<file path="src/rtl/lsu_pkg.sv">
// Shared types and funct3 encodings for the load/store unit.
package lsu_pkg;

    typedef enum logic [1:0] {IDLE, ACCESS, RESP} state_e;

    localparam logic [2:0] F3_B  = 3'b000;
    localparam logic [2:0] F3_H  = 3'b001;
    localparam logic [2:0] F3_W  = 3'b010;
    localparam logic [2:0] F3_BU = 3'b100;
    localparam logic [2:0] F3_HU = 3'b101;

    typedef logic [3:0] be_t;

endpackage

</file>
<file path="src/rtl/lsu_align.sv">
// Byte-lane steering for the LSU: store-side enables/replication and legality,
// load-side lane extraction with sign/zero extension.
module lsu_align
    import lsu_pkg::*;
(
    input  logic        req_we,
    input  logic [2:0]  req_funct3,
    input  logic [1:0]  req_off,
    input  logic [31:0] req_wdata,
    output logic [3:0]  be,
    output logic [31:0] wdata,
    output logic        misaligned,
    output logic        illegal,
    input  logic [2:0]  ld_funct3,
    input  logic [1:0]  ld_off,
    input  logic [31:0] rdata,
    output logic [31:0] ld_data
);

    be_t         be_c;
    logic [7:0]  byte_l;
    logic [15:0] half_l;

    always_comb begin
        be_c       = 4'b0000;
        wdata      = req_wdata;
        misaligned = 1'b0;
        illegal    = 1'b0;
        case (req_funct3)
            F3_B, F3_BU: begin
                be_c  = 4'b0001 << req_off;
                wdata = {4{req_wdata[7:0]}};
            end
            F3_H, F3_HU: begin
                be_c       = 4'b0011 << req_off;
                wdata      = {2{req_wdata[15:0]}};
                misaligned = req_off[0];
            end
            F3_W: begin
                be_c       = 4'b1111;
                misaligned = |req_off;
            end
            default: illegal = 1'b1;
        endcase
        // Unsigned variants only exist for loads.
        if (req_we && (req_funct3 == F3_BU || req_funct3 == F3_HU))
            illegal = 1'b1;
    end

    assign be = be_c;

    always_comb begin
        byte_l = rdata[8*ld_off +: 8];
        half_l = rdata[16*ld_off[1] +: 16];
        case (ld_funct3)
            F3_B:    ld_data = {{24{byte_l[7]}}, byte_l};
            F3_BU:   ld_data = {24'h0, byte_l};
            F3_H:    ld_data = {{16{half_l[15]}}, half_l};
            F3_HU:   ld_data = {16'h0, half_l};
            default: ld_data = rdata;
        endcase
    end

endmodule

</file>
<file path="src/rtl/lsu_mem_if.sv">
// Load/store unit front end: accepts one core access at a time, runs a
// req/ack transaction to data memory with a timeout, and returns one response.
module lsu_mem_if
    import lsu_pkg::*;
#(
    parameter int TIMEOUT_CYCLES = 255,
    parameter int CNT_W          = 8
) (
    input  logic        clk,
    input  logic        reset,
    input  logic        req_valid,
    input  logic        req_we,
    input  logic [2:0]  req_funct3,
    input  logic [31:0] req_addr,
    input  logic [31:0] req_wdata,
    output logic        stall,
    output logic        resp_valid,
    output logic [31:0] resp_rdata,
    output logic        resp_err,
    output logic        mem_req,
    output logic        mem_we,
    output logic [31:0] mem_addr,
    output logic [31:0] mem_wdata,
    output logic [3:0]  mem_be,
    input  logic        mem_ack,
    input  logic [31:0] mem_rdata
);

    state_e             state_q, state_d;
    logic [CNT_W-1:0]   cnt_q, cnt_d;
    logic [31:0]        addr_q, addr_d;
    logic [31:0]        wdata_q, wdata_d;
    logic [31:0]        rdata_q, rdata_d;
    logic [3:0]         be_q, be_d;
    logic [2:0]         f3_q, f3_d;
    logic               we_q, we_d;
    logic               err_q, err_d;

    logic [3:0]         al_be;
    logic [31:0]        al_wdata;
    logic [31:0]        al_ld_data;
    logic               al_mis;
    logic               al_ill;

    // Store path sees the live request; load path sees the registered access.
    lsu_align u_align (
        .req_we     (req_we),
        .req_funct3 (req_funct3),
        .req_off    (req_addr[1:0]),
        .req_wdata  (req_wdata),
        .be         (al_be),
        .wdata      (al_wdata),
        .misaligned (al_mis),
        .illegal    (al_ill),
        .ld_funct3  (f3_q),
        .ld_off     (addr_q[1:0]),
        .rdata      (mem_rdata),
        .ld_data    (al_ld_data)
    );

    always_comb begin
        state_d    = state_q;
        cnt_d      = cnt_q;
        addr_d     = addr_q;
        wdata_d    = wdata_q;
        rdata_d    = rdata_q;
        be_d       = be_q;
        f3_d       = f3_q;
        we_d       = we_q;
        err_d      = err_q;
        stall      = 1'b0;
        mem_req    = 1'b0;
        resp_valid = 1'b0;
        case (state_q)
            IDLE: begin
                stall = req_valid;
                cnt_d = '0;
                if (req_valid) begin
                    rdata_d = '0;
                    if (al_ill || al_mis) begin
                        err_d   = 1'b1;
                        state_d = RESP;
                    end else begin
                        addr_d  = req_addr;
                        be_d    = al_be;
                        wdata_d = al_wdata;
                        we_d    = req_we;
                        f3_d    = req_funct3;
                        err_d   = 1'b0;
                        state_d = ACCESS;
                    end
                end
            end
            ACCESS: begin
                stall   = 1'b1;
                mem_req = 1'b1;
                cnt_d   = cnt_q + CNT_W'(1);
                // Ack takes priority over a timeout landing in the same cycle.
                if (mem_ack) begin
                    rdata_d = we_q ? 32'h0 : al_ld_data;
                    err_d   = 1'b0;
                    state_d = RESP;
                end else if (cnt_d == CNT_W'(TIMEOUT_CYCLES)) begin
                    rdata_d = '0;
                    err_d   = 1'b1;
                    state_d = RESP;
                end
            end
            RESP: begin
                resp_valid = 1'b1;
                cnt_d      = '0;
                state_d    = IDLE;
            end
            default: state_d = IDLE;
        endcase
    end

    always_ff @(posedge clk or negedge reset) begin
        if (!reset) begin
            state_q <= IDLE;
            cnt_q   <= '0;
            addr_q  <= '0;
            wdata_q <= '0;
            rdata_q <= '0;
            be_q    <= '0;
            f3_q    <= '0;
            we_q    <= 1'b0;
            err_q   <= 1'b0;
        end else begin
            state_q <= state_d;
            cnt_q   <= cnt_d;
            addr_q  <= addr_d;
            wdata_q <= wdata_d;
            rdata_q <= rdata_d;
            be_q    <= be_d;
            f3_q    <= f3_d;
            we_q    <= we_d;
            err_q   <= err_d;
        end
    end

    assign mem_we     = mem_req & we_q;
    assign mem_addr   = {addr_q[31:2], 2'b00};
    assign mem_wdata  = wdata_q;
    assign mem_be     = be_q;
    assign resp_rdata = resp_valid ? rdata_q : 32'h0;
    assign resp_err   = resp_valid & err_q;

endmodule

</file>
<file path="config.mk">
export PLATFORM = sky130hd
export DESIGN_NAME = lsu_mem_if
export DESIGN_NICKNAME = d
export VERILOG_FILES = /design/src/rtl/lsu_pkg.sv /design/src/rtl/lsu_align.sv /design/src/rtl/lsu_mem_if.sv
export SDC_FILE = /design/constraint.sdc
export NUM_CORES = 1
export LEC_CHECK = 0
export CAP_MARGIN = 20
export CORE_ASPECT_RATIO = 1.25
export CORE_UTILIZATION = 47
export CTS_BUF_LIST = sky130_fd_sc_hd__clkbuf_8
export DETAILED_ROUTE_END_ITERATION = 12
export GPL_ROUTABILITY_DRIVEN = 0
export GPL_TIMING_DRIVEN = 0
export MAX_ROUTING_LAYER = met4
export PLACE_DENSITY = 0.84
export SYNTH_ARGS = -nofsm -noshare
export SYNTH_HDL_FRONTEND = slang
export SYNTH_SLANG_ARGS = --single-unit
</file>
<file path="constraint.sdc">
create_clock -name clk -period 2.1 [get_ports clk]
set_input_delay 0.42 -clock clk [delete_from_list [all_inputs] [get_ports clk]]
set_output_delay 0.42 -clock clk [all_outputs]
set_load 0.005 [all_outputs]
</file>
==> flow_metrics.py, run 1 <==
metrics = {
    "sta": {
        "skew_ps": 13.5,
        "finalCritPeriodShare_pct": 100,
        "setup_violations": 1,
        "rsz0062_at_grt": "yes",
        "max_slew_margin_pct": 32.8,
        "timing.final.ws_setup_ps": -6.87,
        "max_freq_mhz": 475,
        "worst_slew_pin_slew_ps": 1000,
        "hold_viol": 0,
        "drv_slew": 0,
        "layout_min_cycle_time_ps": 2110,
        "setup_tns_ps": -6.87,
    },
    "worst_setup_path": {
        "critPathArrivalTime_ps": 1690,
        "slowest_stage": "dfrtp_1",
        "cp.depth": 7,
        "slowest_delay_ps": 400,
        "crit_family": "buffers and inverters",
        "reg2reg_to": "rdata_q[29]",
        "cp.required_ps": 1680,
        "ff2ff_path_depth": 7,
        "crit_path_max_fanout": 5,
        "cp_common_cell": "buf_6",
        "crit_chain": "clkbuf_8 > nor2b_4 > buf_12 > buf_8 > buf_6 > and2_4 > buf_6",
        "critical_path_class": "reg2out",
        "crit_buf_inv": 5,
        "r2r-start": "cnt_q[0]",
        "crit_start": "state_q[0]",
        "cp-start-kind": "flip-flop",
        "crit_path_end_kind": "primary output",
        "reg2reg_setup_slack_ps": 90,
        "crit_path_end": "resp_rdata[12]",
    },
    "clock_tree": {
        "numCtsBuffers": 17,
        "cts_buffer_depth": 2,
        "path_clk_slew_ps": 80,
        "cts_tree": "done",
        "htreeDepth": 4,
        "cts-root-buf": "clkbuf_8",
        "clkSinkCount": 115,
        "clkLatencyLatePin_ps": 430,
    },
    "logic_synthesis": {
        "ys_warn_count": 0,
        "ys_seq_elements": 115,
        "yosysSeqAreaShare_pct": 47.0,
        "yosysTopAreaCellShare_pct": 47.0,
        "yosysUniqueCellTypes": 42,
        "avgSynthCellArea_um2": 10.0,
        "synth_area_um2": 6120,
        "synth-main-ff-cell": "dfrtp_1",
        "synth_edf_count": 0,
        "synth_cells": 612,
        "synth_area_leader_cell": "dfrtp_1",
        "synth_area_leaders": "dfrtp_1 (47%), mux2_1 (8.3%), mux2i_1 (5.1%)",
        "ys_async_sr_fraction_pct": 100,
    },
    "power_and_ir_drop": {
        "clockPowerShare_pct": 19.9,
        "seq_power_share_pct": 36.3,
        "ir_drop_mv": 0.618,
        "intPower_w": 0.00620,
        "p_sw_share_pct": 33.2,
        "pwr-share-comb_pct": 43.8,
        "p_leak_nw": 4.04,
        "totalPowerFinal_w": 0.00928,
        "p_per_area_nw_per_um2": 1030,
        "switching_power_w": 0.00308,
    },
    "worst_hold_path": {
        "hp-class": "in2async",
    },
    "finish": {
        "drive_above_1_share_pct": 18.5,
        "final_nets": 959,
        "final_cell_mix": "clkdlybuf4s50_1 (163), dfrtp_1 (114), nand2_1 (79)",
        "final_common_cell": "clkdlybuf4s50_1",
        "synthToLayoutAreaGrowth_pct": 46.9,
    },
    "routing": {
        "dr.first_iter.drc_count": 288,
        "wl_met3_mm": 1.32,
        "wl_per_cell_um": 18.0,
        "drt-vias-per-instance": 5.53,
        "wirelength_met1_mm": 7.28,
        "routed-wl-met2_mm": 9.39,
        "num_vias": 5721,
        "first_pass_iters": 4,
        "wl_mm": 18.6,
        "top_layer_used": "met4",
        "drc": 0,
        "antenna_left": 0,
    },
    "floorplan": {
        "die_height_um": 130,
        "core-area_um2": 12700,
        "dieArea_um2": 13500,
        "rows": 46,
        "start_util_pct": 48.1,
        "die_width_um": 104,
        "pin_count": 209,
    },
    "flow_run": {
        "drv_cap": 0,
    },
    "global_route": {
        "grt-ovfl-total": 0,
        "grt.total_usage_pct": 29.1,
        "grt_pass1_wl_mm": 29.6,
        "grt_max_degree": 62,
        "grt_pass1_vias": 5856,
        "antenna_found_initial": 0,
    },
    "place": {
        "portBuffers": 206,
        "hpwlAfterDp_mm": 13.6,
    },
    "outcome": {
        "status": "finished with violations",
        "violations": "setup timing",
    },
}
layout make-up:
class,count,area (um2)
antenna,1,2.50
buffer,71,484
fill,941,3730
sequential,115,2880
inverter,6,22.5
clock buffer,20,275
timing repair buffer,226,2180
clock inverter,12,83.8
multi-input combinational,416,2850
tap,168,210
worst min-delay path by stage:
| stage | depth (start not counted) | start | end |
|---|---|---|---|
| 6_report | 1 | reset | cnt_q[6] |
| 5_1_grt | 1 | reset | cnt_q[6] |
| 4_1_cts | 1 | reset | cnt_q[6] |
| 3_5_place_dp | 1 | mem_be[2] | mem_be[2] |
| 3_3_place_gp | 2 | mem_wdata[24] | mem_wdata[24] |
| 2_1_floorplan | 0 | reset | addr_q[0] |
worst reg2reg max path: stages, from the launching register on:
cell,delay (ps)
dfrtp_1,420
ha_1,250
nand3_1,110
xnor2_1,130
nand4_1,160
nor3_4,420
buf_2,290
o21ai_1,110
power groups by stage:
stage	Clock (W)	Sequential, W	Combinational (W)
5_1_grt	0.00198	0.00345	0.00436
4_1_cts	0.00187	0.00335	0.00406
3_5_place_dp	0	0.00338	0.00384
6_report	0.00185	0.00337	0.00406
2_1_floorplan	0	0.00330	0.00188
3_3_place_gp	0	0.00333	0.00372
cell families after synthesis:
logic type               after synthesis  share of synthesized area, %
AND/OR/NAND/NOR                      181                          14.3
AO/OA/AOI/OAI                        143                          15.3
flip-flops                           115                          47.0
buffers and inverters                 83                          7.79
multiplexers                          78                          13.7
XOR/XNOR                               9                          1.29
adder cells (fa/ha/maj)                2                         0.409
other                                  1                        0.0613
state kept, by name (all words and copies together), names as in the netlist:
name,count
addr_q,32
mem_wdata,32
f3_q,3
state_q,2
err_q,1
mem_be,4
rdata_q,32
we_q,1
cnt_q,8
synth_stat cells (all sizes together), types with 8 or more instances:
| library cell | instances |
|---|---|
| o21ai | 49 |
| and2 | 41 |
| o221ai | 15 |
| nor2b | 10 |
| nand2 | 79 |
| a21o | 17 |
| o211ai | 15 |
| mux2i | 31 |
| nor3b | 8 |
| mux2 | 47 |
| nor2 | 28 |
| buf | 44 |
| a21oi | 22 |
| dfrtp | 115 |
| clkbuf | 33 |
| a32oi | 17 |
per-layer routing:
layer	GRT usage (%)	vias to the layer above
li1	-	2604
met1	32.6	2788
met2	49.3	274
met3	7.55	55
met4	12.7	0
met5	-	-
metrics by stage:
stage          worst slack [ps]  cells  utilization (%)  instance area [um2]  hold WS [ps]
2_1_floorplan              78.1    613                -                 6120           124
3_3_place_gp              -3710    987             66.0                 8390           467
3_5_place_dp               -668    988             66.2                 8420           472
4_1_cts                    -148   1033             70.6                 8980          62.2
5_1_grt                   -56.8   1034             70.6                 8980          92.6
6_report                  -6.87   1035             70.7                 8990          43.0
what timing repair did:
| action | CTS | global route |
|---|---|---|
| pin swaps | 5 | 4 |
| setup buffers | 12 | 7 |
| endpoints found under the setup margin | 141 | 137 |
| gates resized for setup | 179 | 31 |
| gates cloned | 3 | 1 |
| hold buffers | 0 | 0 |
Note: power is estimated with default switching activity, not from simulation.
==> run 2, diff against run 1 <==
CORE_UTILIZATION = 55   (was 47)
DONT_BUFFER_PORTS = 1   (was not set)
PLACE_DENSITY = not set   (was 0.84)
PLACE_DENSITY_LB_ADDON = 0.3   (was not set)
==> run 2 against run 1 <==
  * The flow finishes with violations (hold timing)
  * Largest power group is now sequential cells
  * Critical path depth down 2
  * Core utilization is 6.5 points lower
  * Largest cell class unchanged
  * Sequential share of layout area increased by 9.8 points
  * Sequential power is 3% higher
  * Clock skew is 1.7 ps higher
  * Cell count down 24%
  * Routed wire length down 18%
  * Hold slack worse by 360 ps
  * Setup slack improved by 64 ps
  * Non-clock buffer count down 215
==> flow_metrics.py, run 2 (synthesis results as in run 1) <==
metrics = {
    "worst_setup_path": {
        "r2r-start": "state_q[1]",
        "critPathArrivalTime_ps": 1620,
        "cp-start-kind": "flip-flop",
        "crit_path_end_kind": "primary output",
        "reg2reg_setup_slack_ps": 100,
        "critical_path_class": "reg2out",
        "cp.required_ps": 1680,
        "ff2ff_path_depth": 5,
        "crit_start": "state_q[0]",
        "crit_path_max_fanout": 10,
        "crit_path_end": "resp_rdata[31]",
        "reg2reg_to": "rdata_q[14]",
    },
    "finish": {
        "synthToLayoutAreaGrowth_pct": 12.4,
        "final_cell_mix": "dfrtp_1 (114), nand2_1 (79), o21ai_1 (47)",
        "final_nets": 743,
        "final_common_cell": "dfrtp_1",
        "drive_above_1_share_pct": 14.8,
        "num_antenna_cells": 0,
        "finalInstanceArea_um2": 6880,
    },
    "floorplan": {
        "dieArea_um2": 11600,
        "rows": 42,
        "pin_count": 209,
        "core-area_um2": 10700,
        "die_height_um": 120,
        "die_width_um": 96.3,
        "start_util_pct": 57.1,
    },
    "place": {
        "portBuffers": 0,
        "hpwlAfterDp_mm": 11.4,
        "placed_cell_area_um2": 6290,
        "post-place-ws_ps": -379,
    },
    "routing": {
        "wl_met3_mm": 1.41,
        "wirelength_met1_mm": 5.68,
        "num_vias": 4679,
        "wl_per_cell_um": 19.6,
        "routed-wl-met2_mm": 8.04,
        "wl_mm": 15.4,
        "drt-vias-per-instance": 5.98,
        "dr.first_iter.drc_count": 258,
        "drc": 0,
        "antenna_left": 0,
        "top_layer_used": "met4",
        "first_pass_iters": 5,
    },
    "power_and_ir_drop": {
        "p_leak_nw": 3.08,
        "ir_drop_mv": 0.801,
        "p_per_area_nw_per_um2": 1200,
    },
    "sta": {
        "max_freq_mhz": 490,
        "hold_viol": 115,
        "layout_min_cycle_time_ps": 2040,
        "finalCritPeriodShare_pct": 97.3,
        "worst_slew_pin_slew_ps": 972,
        "drv_slew": 0,
        "skew_ps": 15.2,
        "timing.final.ws_setup_ps": 57.5,
        "max_slew_margin_pct": 35.0,
        "finalHoldWorstSlack_ps": -316,
        "setup_violations": 0,
    },
    "clock_tree": {
        "htreeDepth": 4,
        "clkLatencyLatePin_ps": 430,
        "cts_tree": "done",
        "cts-root-buf": "clkbuf_8",
        "cts_buffer_depth": 2,
        "path_clk_slew_ps": 70,
        "numCtsBuffers": 17,
        "clkSinkCount": 115,
    },
    "global_route": {
        "grt_pass1_vias": 4851,
        "antenna_found_initial": 0,
        "grt-ovfl-total": 0,
        "grt.total_usage_pct": 28.6,
        "grt_max_degree": 116,
        "grt_pass1_wl_mm": 24.0,
    },
    "flow_run": {
        "drv_cap": 0,
    },
    "outcome": {
        "status": "finished with violations",
        "violations": "hold timing",
    },
    "worst_hold_path": {
        "hp-class": "in2async",
    },
}
[run 2: per-layer routing]
| metal | GRT usage [%] | vias up |
|---|---|---|
| li1 | - | 2159 |
| met1 | 31.5 | 2286 |
| met2 | 47.5 | 211 |
| met3 | 9.76 | 23 |
| met4 | 10.2 | 0 |
| met5 | - | - |
[run 2: worst min-delay path by stage]
| stage | depth (start not counted) | to | startpoint | slack, ps |
|---|---|---|---|---|
| floorplan | 0 | addr_q[0] | reset | 120 |
| global placement | 0 | cnt_q[2] | reset | 130 |
| detailed placement | 0 | cnt_q[3] | reset | 130 |
| CTS | 0 | rdata_q[8] | reset | -360 |
| global route | 0 | addr_q[18] | reset | -360 |
| finish | 0 | addr_q[12] | reset | -320 |
[run 2: timing repair]
action                                 in CTS  in global routing
pin swaps                                   0                  1
buffers inserted                            2                  4
setup endpoints to repair                  68                 63
endpoints found under the hold margin     115                115
gates resized for setup                    13                 15
[run 2: per-stage QoR]
stage | power (W) | instances | hold WS (ps) | setup TNS (ps) | utilization [%]
after floorplan | 0.00518 | 613 | 124 | 0 | -
after global placement | 0.00564 | 745 | 129 | -9460 | 58.6
after detailed placement | 0.00576 | 745 | 130 | -15340 | 58.6
after CTS | 0.00825 | 778 | -358 | 0 | 63.6
after global routing | 0.00871 | 782 | -359 | -4.86 | 64.1
final | 0.00824 | 782 | -316 | 0 | 64.1
[run 2: power by group]
| group | leakage [nW] | total (W) | internal, W | switching (W) |
|---|---|---|---|---|
| clock network | 0.230 | 0.00243 | 0.00146 | 0.000972 |
| logic | 1.40 | 0.00235 | 0.00115 | 0.00120 |
| registers | 1.46 | 0.00346 | 0.00292 | 0.000535 |
[run 2: area by class of cell]
type                       count  area, um2
clock buffer                  18        248
sequential                   115       2880
fill                         865       3840
buffer                        76        492
inverter                       6       22.5
multi-input combinational    415       2800
clock inverter                14        226
timing repair buffer           6       45.0
tap                          132        165
[run 2: worst max-delay path, cell delays in order (launching register included)]
cell and delay (ps):
dfrtp_1 410, buf_6 150, nor2b_4 220, buf_4 150, buf_4 100, and2_1 170
==> run 3, diff against run 2 <==
CORE_ASPECT_RATIO = 1.75   (was 1.25)
==> run 3 against run 2 <==
  * The run still ends with hold timing left
  * Routed wire length increased by 2.5%
  * Cell count decreased by 0.77%
  * Power decreased by 5.7%
  * First-iteration DRC count decreased by 18%
  * Core utilization decreased by 1.5 points
  * Global-route usage increased by 0.37 points
  * Critical path depth decreased by 1
  * Combinational power about the same
  * Clock-buffer cell count unchanged
  * Design area decreased by 2.0%
  * Die area increased by 0.12%
  * Sequential cell count unchanged
  * Largest power group unchanged
  * Highest routed layer unchanged
==> flow_metrics.py, run 3 (synthesis results as in run 1) <==
metrics = {
    "sta": {
        "max_slew_margin_pct": 32.6,
        "drv_slew": 0,
        "layout_min_cycle_time_ps": 2030,
        "max_freq_mhz": 492,
        "skew_ps": 15.5,
        "setup_violations": 0,
        "finalCritPeriodShare_pct": 96.8,
        "hold_viol": 115,
        "finalHoldWorstSlack_ps": -311,
        "setup_tns_ps": 0,
        "rsz0062_at_grt": "yes",
        "worst_slew_pin_slew_ps": 1010,
    },
    "global_route": {
        "grt_max_degree": 116,
        "grt.total_usage_pct": 28.9,
        "grt_pass1_wl_mm": 24.0,
        "antenna_found_initial": 0,
        "grt_pass1_vias": 4935,
        "grt-ovfl-total": 0,
    },
    "routing": {
        "wl_per_cell_um": 20.3,
        "num_vias": 4659,
        "first_pass_iters": 5,
        "top_layer_used": "met4",
        "wl_met3_mm": 1.33,
        "antenna_left": 0,
        "routed-wl-met2_mm": 8.71,
        "drt-vias-per-instance": 6.00,
        "dr.first_iter.drc_count": 212,
        "wirelength_met1_mm": 5.10,
        "drc": 0,
        "wl_mm": 15.7,
    },
    "finish": {
        "final_cell_mix": "dfrtp_1 (114), nand2_1 (79), o21ai_1 (47)",
        "final_common_cell": "dfrtp_1",
        "synthToLayoutAreaGrowth_pct": 10.1,
        "num_antenna_cells": 0,
        "drive_above_1_share_pct": 14.4,
        "fillCellCount": 903,
        "final_util_pct": 62.6,
        "final_nets": 739,
    },
    "clock_tree": {
        "cts_buffer_depth": 2,
        "path_clk_slew_ps": 70,
        "clkLatencyLatePin_ps": 430,
        "numCtsBuffers": 17,
        "cts-root-buf": "clkbuf_8",
        "htreeDepth": 4,
        "clkSinkCount": 115,
        "cts_tree": "done",
    },
    "place": {
        "hpwlAfterDp_mm": 12.1,
        "portBuffers": 0,
    },
    "worst_setup_path": {
        "crit_path_max_fanout": 10,
        "slowest_delay_ps": 400,
        "crit_chain": "clkbuf_4 > nor2b_4 > clkbuf_8 > and2_1",
        "crit_path_end_kind": "primary output",
        "cp-start-kind": "flip-flop",
        "critPathArrivalTime_ps": 1610,
        "critical_path_class": "reg2out",
        "slowest_stage": "dfrtp_1",
        "cp.required_ps": 1680,
    },
    "outcome": {
        "violations": "hold timing",
        "status": "finished with violations",
    },
    "floorplan": {
        "core-area_um2": 10800,
        "pin_count": 209,
        "rows": 50,
        "dieArea_um2": 11600,
        "die_height_um": 142,
        "start_util_pct": 56.8,
        "die_width_um": 81.7,
    },
    "flow_run": {
        "drv_cap": 0,
    },
    "power_and_ir_drop": {
        "p_leak_nw": 3.03,
        "p_per_area_nw_per_um2": 1150,
        "ir_drop_mv": 0.767,
    },
    "worst_hold_path": {
        "hp-class": "in2async",
    },
}
## run 3: cell types whose count changed in the layout (fill, tap and decap cells not counted), sizes merged
cell | before | now
clkinv | 5 | 9
bufinv | 5 | 1
inv | 8 | 10
clkinvlp | 2 | 0
buf | 50 | 48
clkbuf | 50 | 48
## run 3: per-layer routing
metal | global-route usage (%) | vias to the layer above
met5 | - | -
met4 | 15.2 | 0
met3 | 8.81 | 47
met2 | 51.5 | 228
met1 | 26.5 | 2230
li1 | - | 2154
## run 3: cell type report
type | instances | area (um2) | area share [%]
inverters | 6 | 22.5 | 0.334
well taps | 130 | 163 | 2.41
clock buffers | 18 | 248 | 3.68
flip-flops and latches | 115 | 2880 | 42.7
plain buffers | 76 | 479 | 7.11
clock inverters | 14 | 131 | 1.95
repair buffers | 2 | 15.0 | 0.223
multi-input cells | 415 | 2800 | 41.5
## run 3: worst paths after layout
check	startpoint	to	slack, ps	depth (start not counted)
max reg2reg	addr_q[1]	rdata_q[28]	100	7
max	state_q[0]	resp_rdata[17]	70	4
max in group asynchronous	reset	state_q[1]	2230	0
min in group clk	req_addr[2]	addr_q[2]	120	1
min reg2reg	addr_q[23]	addr_q[23]	490	1
min	reset	rdata_q[9]	-310	0
## run 3: metrics by stage
step | hold WS, ps | worst slack [ps] | instances | cell area, um2 | total power, W
finish | -311 | 67.3 | 776 | 6740 | 0.00777
global route | -354 | -66.6 | 776 | 6740 | 0.00821
CTS | -352 | 18.3 | 775 | 6710 | 0.00778
detailed placement | 127 | -184 | 743 | 6280 | 0.00578
global placement | 127 | -153 | 743 | 6280 | 0.00566
floorplan | 124 | 78.1 | 613 | 6120 | 0.00518
## run 3: power by group
part           leakage, nW  switching, W  internal (W)
sequential            1.46      0.000542       0.00292
clock                0.199      0.000965      0.000980
combinational         1.37       0.00122       0.00114
total                 3.03       0.00273       0.00504
## run 3: worst max-delay path: cells and delay by family, from the launching register on
family	cells	cell delay, ps
flip-flops	1	400
buffers and inverters	2	400
AND/OR/NAND/NOR	2	380
## run 3: timing repair
action / in CTS / in global routing
setup buffers: 1 / 1
hold endpoints to repair: 115 / 115
resized for setup: 14 / 11
pin swaps: 0 / 1
endpoints found under the setup margin: 66 / 59
